[config.mk]
export PLATFORM = sky130hd
export DESIGN_NAME = sync_queue
export DESIGN_NICKNAME = d
export VERILOG_FILES = /design/src/rtl/sync_queue_pkg.sv /design/src/rtl/queue_mem.sv /design/src/rtl/sync_queue.sv
export SDC_FILE = /design/constraint.sdc
export NUM_CORES = 1
export LEC_CHECK = 0
export BUFFER_PORTS_ARGS = -buffer_cell sky130_fd_sc_hd__buf_4
export CAP_MARGIN = 0
export CORE_MARGIN = 10
export CORE_UTILIZATION = 25
export CTS_CLUSTER_DIAMETER = 150
export DETAILED_ROUTE_END_ITERATION = 7
export MAX_ROUTING_LAYER = met4
export PLACE_DENSITY = 0.45
export SLEW_MARGIN = 20
export SYNTH_ARGS = -nofsm -noshare
export SYNTH_HDL_FRONTEND = slang
export SYNTH_SLANG_ARGS = --single-unit
[constraint.sdc]
create_clock -name clk -period 2.85 [get_ports clk]
set_input_delay 0.285 -clock clk [delete_from_list [all_inputs] [get_ports clk]]
set_output_delay 0.285 -clock clk [all_outputs]
set_load 0.01 [all_outputs]
[src/rtl/sync_queue_pkg.sv]
// Shared queue definitions: default geometry, pointer width and a constant clog2 helper.
// Used by sync_queue and queue_mem; the dual-clock queue imports the same package.
package sync_queue_pkg;

  localparam int DEF_WIDTH      = 16;
  localparam int DEF_DEPTH_LOG2 = 2;

  // Pointers carry one wrap bit above the storage index.
  function automatic int ptr_width(input int depth_log2);
    return depth_log2 + 1;
  endfunction

  function automatic int clog2_f(input int value);
    int result;
    result = 0;
    while ((1 << result) < value) result++;
    return result;
  endfunction

endpackage

[src/rtl/queue_mem.sv]
// Queue storage: registered write, combinational read.
// Kept separate so it can be swapped for a BRAM wrapper.
module queue_mem
  import sync_queue_pkg::*;
#(
  parameter int  WIDTH = DEF_WIDTH,
  parameter int  DEPTH = 1 << DEF_DEPTH_LOG2,
  localparam int AW    = clog2_f(DEPTH)
) (
  input  logic             clk,
  input  logic             we,
  input  logic [AW-1:0]    waddr,
  input  logic [WIDTH-1:0] wdata,
  input  logic [AW-1:0]    raddr,
  output logic [WIDTH-1:0] rdata
);

  logic [WIDTH-1:0] entries [DEPTH];

  // NOTE: storage has no reset; occupancy is tracked by the pointers, so stale words are never observed.
  always_ff @(posedge clk) begin
    if (we) entries[waddr] <= wdata;
  end

  assign rdata = entries[raddr];

endmodule

[src/rtl/sync_queue.sv]
// Single-clock FWFT queue with occupancy count, almost-full/empty and sticky error flags.
// Define SYNC_QUEUE_WATERMARK_EN to add the peak_count high-water-mark output.
module sync_queue
  import sync_queue_pkg::*;
#(
  parameter int WIDTH        = DEF_WIDTH,
  parameter int DEPTH_LOG2   = DEF_DEPTH_LOG2,
  parameter int AFULL_LEVEL  = 3,
  parameter int AEMPTY_LEVEL = 1
) (
  input  logic                  clk,
  input  logic                  reset,
  input  logic [WIDTH-1:0]      wr_port,
  input  logic                  wr_req,
  output logic                  q_full,
  output logic                  q_afull,
  output logic [WIDTH-1:0]      rd_port,
  output logic                  q_empty,
  output logic                  q_aempty,
  input  logic                  rd_done,
  output logic [DEPTH_LOG2:0]   count,
  output logic                  err_ovf,
  output logic                  err_udf
`ifdef SYNC_QUEUE_WATERMARK_EN
  ,
  output logic [DEPTH_LOG2:0]   peak_count
`endif
);

  localparam int            PW       = ptr_width(DEPTH_LOG2);
  localparam logic [PW-1:0] DEPTH_C  = PW'(1 << DEPTH_LOG2);
  localparam logic [PW-1:0] AFULL_C  = PW'(AFULL_LEVEL);
  localparam logic [PW-1:0] AEMPTY_C = PW'(AEMPTY_LEVEL);
  localparam logic [PW-1:0] ONE_C    = PW'(1);

  logic [PW-1:0] wr_ptr, rd_ptr;
  logic          wr_acc, rd_acc;

  assign q_full   = (count == DEPTH_C);
  assign q_empty  = (count == '0);
  assign q_afull  = (count >= AFULL_C);
  assign q_aempty = (count <= AEMPTY_C);

  // A read frees a slot in the same cycle, so a full queue still accepts a write alongside it.
  assign wr_acc = wr_req & (~q_full | rd_done);
  assign rd_acc = rd_done & ~q_empty;

  queue_mem #(
    .WIDTH (WIDTH),
    .DEPTH (1 << DEPTH_LOG2)
  ) u_mem (
    .clk   (clk),
    .we    (wr_acc & ~reset),
    .waddr (wr_ptr[DEPTH_LOG2-1:0]),
    .wdata (wr_port),
    .raddr (rd_ptr[DEPTH_LOG2-1:0]),
    .rdata (rd_port)
  );

  // NOTE: sequential state uses non-blocking assignments so every register samples pre-edge values.
  always_ff @(posedge clk) begin
    if (reset) begin
      wr_ptr  <= '0;
      rd_ptr  <= '0;
      count   <= '0;
      err_ovf <= 1'b0;
      err_udf <= 1'b0;
    end else begin
      if (wr_acc) wr_ptr <= wr_ptr + ONE_C;
      if (rd_acc) rd_ptr <= rd_ptr + ONE_C;
      case ({wr_acc, rd_acc})
        2'b10:   count <= count + ONE_C;
        2'b01:   count <= count - ONE_C;
        default: count <= count;
      endcase
      if (wr_req & q_full & ~rd_done) err_ovf <= 1'b1;
      if (rd_done & q_empty)          err_udf <= 1'b1;
    end
  end

`ifdef SYNC_QUEUE_WATERMARK_EN
  always_ff @(posedge clk) begin
    if (reset)                   peak_count <= '0;
    else if (count > peak_count) peak_count <= count;
  end
`endif

endmodule

After elaboration in Yosys (flattened, before gate mapping)
Memory sizes are Yosys's and may differ from the RTL's. A register that Yosys moved wholly into a read port is not among the register bits.
Cells that the tools add are included.

word-level totals
  output and inout bits = 25
  RAM bits = 64
  memories = 1
  ROM bits = 0
  latch bits = 0
  register bits = 11
  bits of input ports = 20

memory list
  memory         depth  width  rd ports  clocked after Yosys merged registers in  write ports  RTL line         source
  u_mem.entries  4      16     1         1                                        1            queue_mem.sv:18  logic [WIDTH-1:0] entries [DEPTH];

operators by class
  magnitude comparators = 2
  equal/unequal tests = 3
  shift-type cells = 0
  bitwise logic cells = 11
  multiplexer cells = 5
  add/subtract/negate cells = 4
  reductions and logical operators = 2
  multipliers = 0
  div/mod/pow operators = 0

operator list
  operator                                                                              number
  3-bit by 1-bit adder with 3-bit output (second input constant)                        3
  1-bit AND                                                                             6
  3-bit case mux with 2 select lines                                                    1
  2-bit two-way mux                                                                     2
  1-bit NOT                                                                             4
  3-bit equality test (second input constant)                                           1
  3-bit by 2-bit greater-or-equal comparator with 1-bit output (second input constant)  1
  3-bit by 1-bit <= comparator with 1-bit output (second input constant)                1
  3-bit zero test                                                                       1
  3-bit by 1-bit subtractor with 3-bit output (second input constant)                   1
  2-bit by 1-bit equality test with 1-bit output (second input constant)                1
  2-bit equality test (second input constant)                                           1
  1-bit two-way mux                                                                     2
  2-bit nonzero test                                                                    1
  1-bit OR                                                                              1

Depth between registers and ports, before layout
  depth after elaboration = 7
  gate-level depth with buffers = 9
  gate-level depth less buffers = 9

By module
From an unflattened synthesis, not the netlist that was laid out.

second synthesis, totals
  cells, all modules = 147
  area total of the unflattened synthesis = 2885.3 um^2

modules (own cells, without submodules)
  module      seq. area each (um^2)  area each (um^2)  cells each  instances
  queue_mem   1921.8                 2377.3            88          1
  sync_queue  180.2                  508.0             59          1

Least setup slack after synthesis
No wires, ideal clock.

  path kind = reg2reg
  from = register count[0]
  to = memory u_mem.entries[0][0] (netlist bit), enable pin
  period minus slack after synthesis = 2.798 ns
  setup time = 0.413 ns
  slack = 0.052 ns
  cell stages (with the launch flop) = 7
  data arrival time = 2.385 ns
  required time = 2.437 ns
  cells stage by stage = dfxtp_1 inv_1 ha_1 nand2_1 o21a_1 inv_1 nor3b_1

on the way
  longest elaborated chain between the ends = 7

RTL lines
  element                                  RTL line          source
  start, declared                          sync_queue.sv:21  output logic [DEPTH_LOG2:0] count,
  start signal, assigned                   sync_queue.sv:72  2'b10: count <= count + ONE_C;
  start signal, assigned                   sync_queue.sv:73  2'b01: count <= count - ONE_C;
  start signal, assigned                   sync_queue.sv:74  default: count <= count;
  3-bit equality test                      sync_queue.sv:39  assign q_full = (count == DEPTH_C);
  1-bit NOT                                sync_queue.sv:45  assign wr_acc = wr_req & (~q_full | rd_done);
  1-bit OR                                 sync_queue.sv:45
  1-bit AND                                sync_queue.sv:45
  1-bit AND                                sync_queue.sv:53  .we (wr_acc & ~reset),
  1-bit two-way mux                        queue_mem.sv:22   if (we) entries[waddr] <= wdata;
  1-bit two-way mux (implied by the code)  queue_mem.sv:22
  end, declared                            queue_mem.sv:18

Every way passes these cells.

Worst setup path in the final report
  from = register count[0]
  to = register count[2]

on the way
  longest elaborated chain between the ends = 6
  elaborated cells on any way between the ends = 13

RTL lines
  element                                                                                RTL line          source
  3-bit equality test                                                                    sync_queue.sv:39
  1-bit NOT                                                                              sync_queue.sv:45
  1-bit OR                                                                               sync_queue.sv:45
  1-bit AND                                                                              sync_queue.sv:45
  2-bit by 1-bit equality test with 1-bit output or 2-bit equality test (tied branches)  sync_queue.sv:71  case ({wr_acc, rd_acc})
  3-bit case mux with 2 select lines or 2-bit nonzero test (tied branches)               n/a

Several ways; a longest one is shown, not always the timed one.
A chain may end at the register's enable or synchronous reset.

==> impl_metrics.yaml <==
status:
  status: "completed"
global_routing:
  antenna_found_initial: 0
  grt_use_total_pct: 7.30
  grt_pass1_vias: 1594
  grt_pass1_wl_um: 9000
  grt_max_degree: 19
  gr-total-overflow: 0
worst_setup_path:
  cp_max_fo: 5
  end_kind: "flip-flop"
  cpPeakStageDelay_ns: 0.41
  timing.critical_path.buf_inv: 2
  crit_slowest_cell: "dfxtp_1"
  crit_path_cell_trace: "inv_1, ha_1, nand2_1, o21a_1, inv_1, ha_1, or2_2, o32ai_1"
  critPathRequiredTime_ns: 3.08
  worstPathArrival_ns: 2.33
  crit_family: "adder cells"
  start_kind: "flip-flop"
  crit_type: "reg -> reg"
sta:
  finalCritPeriodShare_pct: 73.7
  fin_skew_ns: 0.00716
  hold_slack_ns: 0.160
  finalMaxSlewViolations: 0
  relSlewSlack_pct: 43.0
  fmax_mhz: 476
  setup_viol: 0
  period_needed_ns: 2.10
  setup_tns_ns: 0
  tightestPinTransition_ns: 0.854
  hold_viol: 0
  rsz0062_at_grt: "no"
power_and_ir_drop:
  p_int_uw: 2330
  power.total_uw: 3170
  irDropWorstVdd_mv: 0.337
  p_leak_uw: 0.00137
  p_per_area_nw_per_um2: 834
  p_seq_share_pct: 41.6
  switching_share_pct: 26.6
  p_switching_uw: 842
  p_clk_share_pct: 35.5
  comb_power_share_pct: 22.9
route:
  drc: 0
  via_per_inst: 4.26
  routedWlPerCell_um: 16.3
  first_pass_iters: 4
  routed_wl_um: 5820
  drt-initial-drc-count: 120
  drtAntennaViolNets: 0
  vias: 1524
synth:
  synth_edf_count: 64
  synth_most_common_cell: "edfxtp_1"
  ys.flop_type: "edfxtp_1"
  avgSynthCellArea_um2: 19.1
  syn_inst: 156
  synth_nets: 186
  yosys-top-cells-count: "64 x edfxtp_1, 11 x dfxtp_1, 11 x nor2_1, 10 x ha_1, 10 x mux4_2"
  ys_ff_latch: 75
  synth_top_cell_by_area: "edfxtp_1"
  ys_types: 29
  mappedNetlistArea_um2: 2980
  synth-seq-area-share_pct: 71.8
  synth-async-reset-ratio_pct: 0
  synth_top_area_share_pct: 64.4
  yosysWarnings: 0
  ys_top_cells_by_area: "edfxtp_1 64%, mux4_2 7.6%, dfxtp_1 7.4%, mux4_1 5.3%, ha_1 4.2%"
finish:
  layout.nets: 240
  final_cell_count_no_fill: 358
  final_util_pct: 32.9
  syn2layout_area_growth_pct: 27.5
  drive_gt1_share_pct: 38.1
  antenna_cells: 0
clock_tree:
  clk_latency_ns: 0.32
  htreeDepth: 3
  post_cts_resized: 0
  cts_buffers: 9
  cts.clk_slew.worst_paths_ns: 0.06
  cts_tree: "built"
  post_cts_buffers: 0
  cts.sinks: 75
  cts_buffer_depth: 2
  clockRootBuffer: "clkbuf_16"
  hold_buffers: 0
placement:
  place_congestion: 0.687
  place_hpwl_um: 3750
  port_buffers: 44
  dpl.cell_count: 342
floorplan:
  placementRows: 39
  die_y_um: 129
  die-area_um2: 16700
  start_util_pct: 25.8
  core_area_um2: 11600
  ios: 45
  die_w_um: 129
min_path:
  hp-class: "in -> reg"
flow_run:
  drv_cap: 0
## area by class of cell
| type | count | area, um2 |
|---|---|---|
| tap | 143 | 179 |
| clock inverter | 7 | 76.3 |
| clock buffer | 9 | 225 |
| fill | 1135 | 7760 |
| inverter | 9 | 33.8 |
| sequential | 75 | 2140 |
| timing repair buffer | 49 | 368 |
| multi-input combinational | 66 | 778 |
## through the flow
stage / instance area, um2 / setup WS, ns
finish: 3800 / 0.748
global route: 3800 / 0.606
CTS: 3800 / 0.679
detailed placement: 3500 / 0.747
global placement: 3500 / 0.807
floorplan: 2980 / 0.0521
## sequential cells by signal, indices dropped and copies added (netlist names), named ones only
register,cells
rd_ptr,2
wr_ptr,2
count,3
err_udf,1
err_ovf,1
u_mem.entries,64
## power by group through the flow
stage                     Sequential (uW)  Clock [uW]  Combinational, uW
final                                1320        1120                726
after global routing                 1330        1230                809
after CTS                            1320        1150                752
after detailed placement             1340           0                749
after global placement               1340           0                754
after floorplan                      1330           0                462
## logic make-up after synthesis
kind of cell    Yosys count  share of synthesized area, %
xor+xnor                  2                         0.587
simple gates             23                          4.11
fa+ha+maj                10                          4.19
mux                      19                          14.1
flops                    75                          71.8
compound gates           12                          2.48
buf+inv                  15                          2.77
## final timing paths
| path | start | to | slack, ns | cells after the start |
|---|---|---|---|---|
| max | count[0] | count[2] | 0.75 | 8 |
| min reg2reg | err_udf | err_udf | 0.49 | 2 |
| min | wr_port[3] | u_mem.entries[1][3] | 0.16 | 1 |
| max reg2reg | count[0] | count[2] | 0.75 | 8 |
## routing by layer
| layer | part of all wire (%) | wire length, um | up-vias | GRT usage, % |
|---|---|---|---|---|
| li1 | - | - | 717 | - |
| met1 | 45 | 2620 | 772 | 8.90 |
| met2 | 50 | 2890 | 30 | 11.1 |
| met3 | 4.6 | 270 | 5 | 2.61 |
| met4 | 0.69 | 40 | 0 | 2.21 |
| met5 | 0 | 0 | - | - |
## layout by cell type (no fill, tap or decap), types with 2 or more instances in the layout
| master | n |
|---|---|
| nor3b_2 | 4 |
| nand2b_1 | 2 |
| dfxtp_1 | 11 |
| clkinvlp_4 | 2 |
| ha_1 | 10 |
| inv_6 | 2 |
| xor2_1 | 2 |
| edfxtp_1 | 64 |
| mux4_2 | 10 |
| nor2_1 | 11 |
| mux4_1 | 6 |
| a21oi_1 | 5 |
| o21ai_0 | 2 |
| inv_1 | 9 |
| clkbuf_16 | 9 |
| buf_4 | 49 |
Note: power is estimated with default switching activity, not from simulation.
